===== config.mk =====
export PLATFORM = sky130hd
export DESIGN_NAME = rice_core_hazard_controller_flat
export DESIGN_NICKNAME = d
export VERILOG_FILES = /design/src/rtl/rice_core_hazard_controller_if.sv /design/src/rtl/rice_core_hazard_controller.sv /design/src/flat_wrapper.sv
export SDC_FILE = /design/constraint.sdc
export NUM_CORES = 1
export LEC_CHECK = 0
export ABC_CLOCK_PERIOD_IN_PS = 4200
export CORE_UTILIZATION = 40
export CTS_CLUSTER_DIAMETER = 120
export DETAILED_ROUTE_END_ITERATION = 8
export GPL_TIMING_DRIVEN = 0
export PLACE_DENSITY_LB_ADDON = 0.12
export SYNTH_ARGS = -nofsm -noshare
export SYNTH_HDL_FRONTEND = slang
export SYNTH_SLANG_ARGS = --single-unit

===== constraint.sdc =====
create_clock -name i_clk -period 4.2 [get_ports i_clk]
set_input_delay 1.05 -clock i_clk [delete_from_list [all_inputs] [get_ports i_clk]]
set_output_delay 1.05 -clock i_clk [all_outputs]
set_load 0.03 [all_outputs]

===== src/rtl/rice_core_hazard_controller_if.sv =====
// Handshake bundle between the IF/ID/EX pipeline and the hazard controller.
// RICE_CORE_HAZARD_STAT_EN adds the o_stall_count statistics output.
interface rice_core_hazard_controller_if;
   logic        i_id_valid;
   logic [4:0]  i_id_rs1;
   logic [4:0]  i_id_rs2;
   logic        i_ex_valid;
   logic        i_ex_load;
   logic [4:0]  i_ex_rd;
   logic        i_wb_valid;
   logic [4:0]  i_wb_rd;
   logic        i_redirect;
   logic        i_trap;
   logic        i_mem_idle;
   logic        o_enable;
   logic        o_stall;
   logic        o_flush;
   logic        o_busy;
`ifdef RICE_CORE_HAZARD_STAT_EN
   logic [31:0] o_stall_count;

   modport master (
      output i_id_valid, i_id_rs1, i_id_rs2, i_ex_valid, i_ex_load, i_ex_rd,
             i_wb_valid, i_wb_rd, i_redirect, i_trap, i_mem_idle,
      input  o_enable, o_stall, o_flush, o_busy, o_stall_count
   );
   modport slave (
      input  i_id_valid, i_id_rs1, i_id_rs2, i_ex_valid, i_ex_load, i_ex_rd,
             i_wb_valid, i_wb_rd, i_redirect, i_trap, i_mem_idle,
      output o_enable, o_stall, o_flush, o_busy, o_stall_count
   );
`else
   modport master (
      output i_id_valid, i_id_rs1, i_id_rs2, i_ex_valid, i_ex_load, i_ex_rd,
             i_wb_valid, i_wb_rd, i_redirect, i_trap, i_mem_idle,
      input  o_enable, o_stall, o_flush, o_busy
   );
   modport slave (
      input  i_id_valid, i_id_rs1, i_id_rs2, i_ex_valid, i_ex_load, i_ex_rd,
             i_wb_valid, i_wb_rd, i_redirect, i_trap, i_mem_idle,
      output o_enable, o_stall, o_flush, o_busy
   );
`endif
endinterface


===== src/rtl/rice_core_hazard_controller.sv =====
// ID-stage hazard sequencer: load-use scoreboard, startup, redirect flush and trap drain.
// RICE_CORE_HAZARD_STAT_EN adds a saturating stall-cycle counter (o_stall_count).
//
//   state    | meaning
//   ---------+--------------------------------------------------------------
//   STARTUP  | post-reset wait, o_enable low for STARTUP_CYCLES cycles
//   RUN      | normal issue, load-use stalls evaluated
//   FLUSH    | o_flush high for FLUSH_CYCLES cycles after a redirect/drain
//   DRAIN    | trap taken, o_flush high until loads retired and bus idle
module rice_core_hazard_controller #(
   parameter int STARTUP_CYCLES = 2,
   parameter int FLUSH_CYCLES   = 1
) (
   input logic                           i_clk,
   input logic                           i_rst_n,
   rice_core_hazard_controller_if.slave  bus
);

   typedef enum logic [1:0] {
      ST_STARTUP = 2'd0,
      ST_RUN     = 2'd1,
      ST_FLUSH   = 2'd2,
      ST_DRAIN   = 2'd3
   } state_t;

   localparam int CNT_MAX = (STARTUP_CYCLES > FLUSH_CYCLES) ? STARTUP_CYCLES : FLUSH_CYCLES;
   localparam int CNT_W   = (CNT_MAX < 2) ? 1 : $clog2(CNT_MAX);
   localparam logic [CNT_W-1:0] STARTUP_TC = CNT_W'(STARTUP_CYCLES - 1);
   localparam logic [CNT_W-1:0] FLUSH_LOAD = CNT_W'(FLUSH_CYCLES - 1);

   state_t             r_state;
   state_t             w_state_nxt;
   logic [CNT_W-1:0]   r_cnt;
   logic [CNT_W-1:0]   w_cnt_nxt;
   logic [31:0]        r_sb;
   logic [31:0]        w_wb_clr;
   logic [31:0]        w_sb_set;
   logic [31:0]        w_sb_fwd;
   logic               w_ex_ld;
   logic               w_hit1;
   logic               w_hit2;
   logic               w_run;
   logic               w_enable;
   logic               w_flush;
   logic               w_stall;

   // STARTUP counts up to its terminal value; FLUSH counts down to zero.
   always_comb begin
      w_state_nxt = r_state;
      w_cnt_nxt   = r_cnt;
      w_enable    = 1'b1;
      w_flush     = 1'b0;
      w_run       = 1'b0;
      case (r_state)
         ST_STARTUP: begin
            w_enable = 1'b0;
            if (r_cnt == STARTUP_TC) begin
               w_state_nxt = ST_RUN;
               w_cnt_nxt   = '0;
            end else begin
               w_cnt_nxt = r_cnt + 1'b1;
            end
         end
         ST_RUN: begin
            w_run = 1'b1;
            if (bus.i_trap) begin
               w_state_nxt = ST_DRAIN;
            end else if (bus.i_redirect) begin
               w_state_nxt = ST_FLUSH;
               w_cnt_nxt   = FLUSH_LOAD;
            end
         end
         ST_FLUSH: begin
            w_flush = 1'b1;
            if (bus.i_trap) begin
               w_state_nxt = ST_DRAIN;
            end else if (r_cnt == '0) begin
               w_state_nxt = ST_RUN;
            end else begin
               w_cnt_nxt = r_cnt - 1'b1;
            end
         end
         ST_DRAIN: begin
            w_flush = 1'b1;
            if ((r_sb == '0) && bus.i_mem_idle) begin
               w_state_nxt = ST_FLUSH;
               w_cnt_nxt   = FLUSH_LOAD;
            end
         end
         default: begin
            w_state_nxt = ST_STARTUP;
            w_cnt_nxt   = '0;
         end
      endcase
   end

   always_ff @(posedge i_clk or negedge i_rst_n) begin
      if (!i_rst_n) begin
         r_state <= ST_STARTUP;
         r_cnt   <= '0;
      end else begin
         r_state <= w_state_nxt;
         r_cnt   <= w_cnt_nxt;
      end
   end

   // A writeback this cycle is forwarded by the register file, so it no longer blocks ID.
   assign w_wb_clr = bus.i_wb_valid ? (32'd1 << bus.i_wb_rd) : 32'd0;
   assign w_sb_fwd = r_sb & ~w_wb_clr;
   assign w_ex_ld  = bus.i_ex_valid && bus.i_ex_load && (bus.i_ex_rd != 5'd0);
   assign w_hit1   = w_sb_fwd[bus.i_id_rs1] || (w_ex_ld && (bus.i_ex_rd == bus.i_id_rs1));
   assign w_hit2   = w_sb_fwd[bus.i_id_rs2] || (w_ex_ld && (bus.i_ex_rd == bus.i_id_rs2));
   assign w_stall  = w_run && bus.i_id_valid && (w_hit1 || w_hit2);
   assign w_sb_set = (w_ex_ld && !w_stall && !w_flush) ? (32'd1 << bus.i_ex_rd) : 32'd0;

   always_ff @(posedge i_clk or negedge i_rst_n) begin
      if (!i_rst_n) begin
         r_sb <= '0;
      end else begin
         r_sb <= ((r_sb & ~w_wb_clr) | w_sb_set) & ~32'd1;
      end
   end

   assign bus.o_enable = w_enable;
   assign bus.o_stall  = w_stall;
   assign bus.o_flush  = w_flush;
   assign bus.o_busy   = !w_run;

`ifdef RICE_CORE_HAZARD_STAT_EN
   logic [31:0] r_stall_count;

   always_ff @(posedge i_clk or negedge i_rst_n) begin
      if (!i_rst_n) begin
         r_stall_count <= '0;
      end else if (w_stall && (r_stall_count != 32'hFFFF_FFFF)) begin
         r_stall_count <= r_stall_count + 32'd1;
      end
   end

   assign bus.o_stall_count = r_stall_count;
`endif

endmodule


===== src/flat_wrapper.sv =====
// flat-port wrapper written by rule: the top's interface ports become plain ports
module rice_core_hazard_controller_flat 
#(
   parameter int STARTUP_CYCLES = 2,
   parameter int FLUSH_CYCLES   = 1
)
  (i_clk, i_rst_n, bus_i_id_valid, bus_i_id_rs1, bus_i_id_rs2, bus_i_ex_valid, bus_i_ex_load, bus_i_ex_rd, bus_i_wb_valid, bus_i_wb_rd, bus_i_redirect, bus_i_trap, bus_i_mem_idle, bus_o_enable, bus_o_stall, bus_o_flush, bus_o_busy);
  rice_core_hazard_controller_if bus_i ();
  input logic i_clk;
  input logic i_rst_n;
  input wire logic [$bits(bus_i.i_id_valid)-1:0] bus_i_id_valid;
  input wire logic [$bits(bus_i.i_id_rs1)-1:0] bus_i_id_rs1;
  input wire logic [$bits(bus_i.i_id_rs2)-1:0] bus_i_id_rs2;
  input wire logic [$bits(bus_i.i_ex_valid)-1:0] bus_i_ex_valid;
  input wire logic [$bits(bus_i.i_ex_load)-1:0] bus_i_ex_load;
  input wire logic [$bits(bus_i.i_ex_rd)-1:0] bus_i_ex_rd;
  input wire logic [$bits(bus_i.i_wb_valid)-1:0] bus_i_wb_valid;
  input wire logic [$bits(bus_i.i_wb_rd)-1:0] bus_i_wb_rd;
  input wire logic [$bits(bus_i.i_redirect)-1:0] bus_i_redirect;
  input wire logic [$bits(bus_i.i_trap)-1:0] bus_i_trap;
  input wire logic [$bits(bus_i.i_mem_idle)-1:0] bus_i_mem_idle;
  output wire logic [$bits(bus_i.o_enable)-1:0] bus_o_enable;
  output wire logic [$bits(bus_i.o_stall)-1:0] bus_o_stall;
  output wire logic [$bits(bus_i.o_flush)-1:0] bus_o_flush;
  output wire logic [$bits(bus_i.o_busy)-1:0] bus_o_busy;
  assign bus_i.i_id_valid = bus_i_id_valid;
  assign bus_i.i_id_rs1 = bus_i_id_rs1;
  assign bus_i.i_id_rs2 = bus_i_id_rs2;
  assign bus_i.i_ex_valid = bus_i_ex_valid;
  assign bus_i.i_ex_load = bus_i_ex_load;
  assign bus_i.i_ex_rd = bus_i_ex_rd;
  assign bus_i.i_wb_valid = bus_i_wb_valid;
  assign bus_i.i_wb_rd = bus_i_wb_rd;
  assign bus_i.i_redirect = bus_i_redirect;
  assign bus_i.i_trap = bus_i_trap;
  assign bus_i.i_mem_idle = bus_i_mem_idle;
  assign bus_o_enable = bus_i.o_enable;
  assign bus_o_stall = bus_i.o_stall;
  assign bus_o_flush = bus_i.o_flush;
  assign bus_o_busy = bus_i.o_busy;
  rice_core_hazard_controller #(.STARTUP_CYCLES(STARTUP_CYCLES), .FLUSH_CYCLES(FLUSH_CYCLES)) u_core (.i_clk(i_clk), .i_rst_n(i_rst_n), .bus(bus_i));
endmodule

==> key figures <==
Run status
  – Status: finished clean

Cells and area
  – Area growth syn-to-layout: 30.31%
  – Ratio of cells with drive above 1 in the final layout: 28.40%
  – Non-Filler Instances: 415
  – Fin util: 54.25%
  – Nets: 366
  – Antenna Cells: 0

Global route
  – First-pass GRT wire length: 15080 µm
  – GRT Residual Overflow: 0
  – Global-route usage over all layers: 28.30%
  – Largest net degree at the start of global routing: 35
  – Vias in the first global route: 2736
  – Initial antenna violation count: 0

Timing
  – Setup TNS: 0 ns
  – Fin crit period: 4.200 ns
  – Tcrit/Tclk final: 100.0%
  – Slew Viols, Final: 0
  – Achievable Freq: 238.1 MHz
  – RSZ-0062 raised after global routing: yes
  – Final Hold Viols: 0
  – Hold Slack: 0.5413 ns
  – Final setup viols: 0
  – Clock Skews: 0.01005 ns
  – Slew margin rel.: 47.90%
  – Slew @ Worst Pin: 0.7814 ns

Clock network
  – Total CTS buffers: 5
  – Clk_lat worst skew: 0.29 ns
  – Clk sinks: 34
  – Hold_buf cts: 0
  – TritonCTS clock tree: yes
  – H-tree levels: 2
  – CTS root buf: clkbuf_8
  – Longest Clk Path Bufs: 2
  – Clock Pin Slew Worst Setup and Hold Paths: 0.07 ns

Worst setup path
  – Worst R2R End: u_core.r_sb[23]$_DFF_PN0_
  – Launch point of the worst path: bus_i_wb_rd[2]
  – CP Class: in -> out
  – R2r worst-path depth: 11
  – Critical Path End: bus_o_stall
  – Worst setup SP type: input pin
  – FF-to-FF setup slack: 1.56 ns
  – CP Data Arrival Time: 3.15 ns
  – Reg2Reg Launch Point: u_core.r_sb[29]$_DFF_PN0_
  – Critical Path Sink Type: output port
  – Req. time, crit path: 3.15 ns
  – Critical Path Fanout Max: 7

Yosys
  – Post-synthesis sequential area ratio: 32.00%
  – #FFs+latches synth: 34
  – Syn Std Cell Area: 2659 µm²
  – Warnings, synthesis: 0
  – Post-synth cell types: 54
  – Syn_nets: 314
  – Synth Area per Inst: 9.329 µm²
  – Mapped Cells: 285
  – EDFF count, synth: 0
  – Async set-reset flop share out of synthesis: 100.0%
  – Prevailing post-synth register cell: dfrtp_1

Floorplanning
  – IO Pins: 33
  – Num rows: 29
  – Initial Utilization: 41.63%
  – DIE AREA: 6977 µm²
  – CORE AREA: 6386 µm²
  – Die span in y: 83.53 µm
  – Die X: 83.53 µm

Place
  – Placer congestion estimate: 0.9399
  – Dpl hpwl: 6920 µm
  – IO buf count: 31
  – Placed cells: 393

Routing
  – Vias: 2806
  – WL final: 9636 µm
  – DRC violations left: 0
  – Wire per inst: 23.22 µm
  – Final ANT Viol Nets: 0
  – Via density per instance: 6.761
  – DRT iter0 DRCs: 332
  – Pre-antenna DRT Iters: 5

Job
  – MaxCap Viol Count: 0

Power and ir drop
  – Worst ir drop on vdd: 250.0 µV
  – Pwr dens: 365.1 nW/µm²
  – Pleak: 0.001412 µW
  – Total power: 1265 µW

Min path
  – Type of the worst min-delay path: reg -> reg
  – Hold depth: 2
## cells in the final DEF (no fill, tap or decap), types with 7 or more instances in the layout
| cell type | instances |
|---|---|
| dfrtp_1 | 34 |
| o21ai_0 | 8 |
| o41ai_2 | 23 |
| nand2_1 | 13 |
| o21ai_2 | 12 |
| buf_4 | 19 |
| o21ai_1 | 11 |
| nor4_1 | 9 |
| nor3_1 | 10 |
| clkdlybuf4s50_1 | 20 |
| xor2_1 | 10 |
| nand2b_1 | 8 |
| nor2_1 | 17 |
| o41ai_1 | 8 |
| clkbuf_1 | 7 |
| clkbuf_8 | 7 |
## synthesized netlist by cell type, drive strengths merged (2+ instances only)
cell	n	area, µm²
a211oi	2	15.01
clkbuf	14	52.55
nand2	14	52.55
dfrtp	34	850.8
o311ai	3	26.28
nor4	9	56.30
nor4b	2	17.52
a21oi	5	25.02
nor3	10	50.05
a22oi	5	37.54
and3	3	18.77
xor2	10	87.58
or2	6	37.54
a311oi	2	17.52
o41ai	31	444.2
nor2b	3	18.77
nand4bb	3	33.78
nor2	18	67.56
mux2i	6	60.06
o32ai	2	17.52
a31oi	3	18.77
inv	6	22.52
nand4b	4	35.03
nand3b	2	15.01
o211ai	6	45.04
nand3	3	15.01
nor3b	3	22.52
nand2b	10	62.56
nand4	3	18.77
o21ai	34	177.7
o22ai	6	37.54
buf	8	53.79
## cell type report
| cell class | instances | area (µm²) |
|---|---|---|
| clock buffer | 7 | 86.33 |
| tap | 77 | 96.34 |
| sequential | 34 | 850.8 |
| timing repair buffer | 50 | 469.2 |
| fill | 604 | 2922 |
| buffer | 17 | 107.6 |
| multi-input combinational | 223 | 1827 |
| clock inverter | 1 | 5.005 |
| inverter | 6 | 22.52 |
## cell families after synthesis
kind of cell | Yosys count | synth area share (%)
muxes | 7 | 3.247
AOI/OAI and AO/OA | 110 | 36.00
DFF | 34 | 32.00
and+or+nand+nor | 96 | 20.61
buffers and inverters | 28 | 4.847
xor gates and xnor gates | 10 | 3.294
## worst max-delay path: stages
cell and delay [ns]:
buf_12 0.11, or4b_4 0.58, buf_12 0.16, o21ai_4 0.13, mux2i_1 0.10, o311ai_1 0.32
o22ai_1 0.14, o31a_1 0.40, buf_6 0.17
## repair_timing
item                       4_1_cts  5_1_grt
gates resized for setup         92       17
gates cloned                     0        0
setup endpoints to repair        1        1
pin swaps                        8        5
setup buffers                   15        4
## sequential cells by signal (all words and copies together) (netlist names)
| name | cells |
|---|---|
| u_core.r_sb | 31 |
| u_core.r_state | 2 |
| u_core.r_cnt | 1 |
## routing by layer
| layer | track usage (%) | vias up | share of wire [%] |
|---|---|---|---|
| met5 | 0 | - | 0 |
| met4 | 10.48 | 0 | 2.9 |
| met3 | 8.605 | 31 | 9.8 |
| met2 | 42.62 | 172 | 44 |
| met1 | 38.36 | 1363 | 43 |
| li1 | - | 1240 | - |
## worst min path at each step
stage	from	endpoint	slack, ns
after floorplan	u_core.r_sb[24]$_DFF_PN0_	u_core.r_sb[24]$_DFF_PN0_	0.47
after global placement	u_core.r_sb[24]$_DFF_PN0_	u_core.r_sb[24]$_DFF_PN0_	0.52
after detailed placement	u_core.r_sb[24]$_DFF_PN0_	u_core.r_sb[24]$_DFF_PN0_	0.52
after CTS	u_core.r_sb[29]$_DFF_PN0_	u_core.r_sb[29]$_DFF_PN0_	0.54
after global routing	u_core.r_sb[29]$_DFF_PN0_	u_core.r_sb[29]$_DFF_PN0_	0.56
final	u_core.r_sb[29]$_DFF_PN0_	u_core.r_sb[29]$_DFF_PN0_	0.54
## per-stage QoR
step / area (µm²) / setup slack (ns)
6_report: 3465 / 0.0001943
5_1_grt: 3465 / -0.05125
4_1_cts: 3390 / -0.02747
3_5_place_dp: 3060 / -1.206
3_3_place_gp: 3065 / -1.186
2_1_floorplan: 2659 / 0.3665
## power by group
group / switching (µW) / internal, µW
Sequential: 56.5 / 395
Clock: 124 / 132
Combinational: 321 / 236
Note: power is estimated with default switching activity, not from simulation.
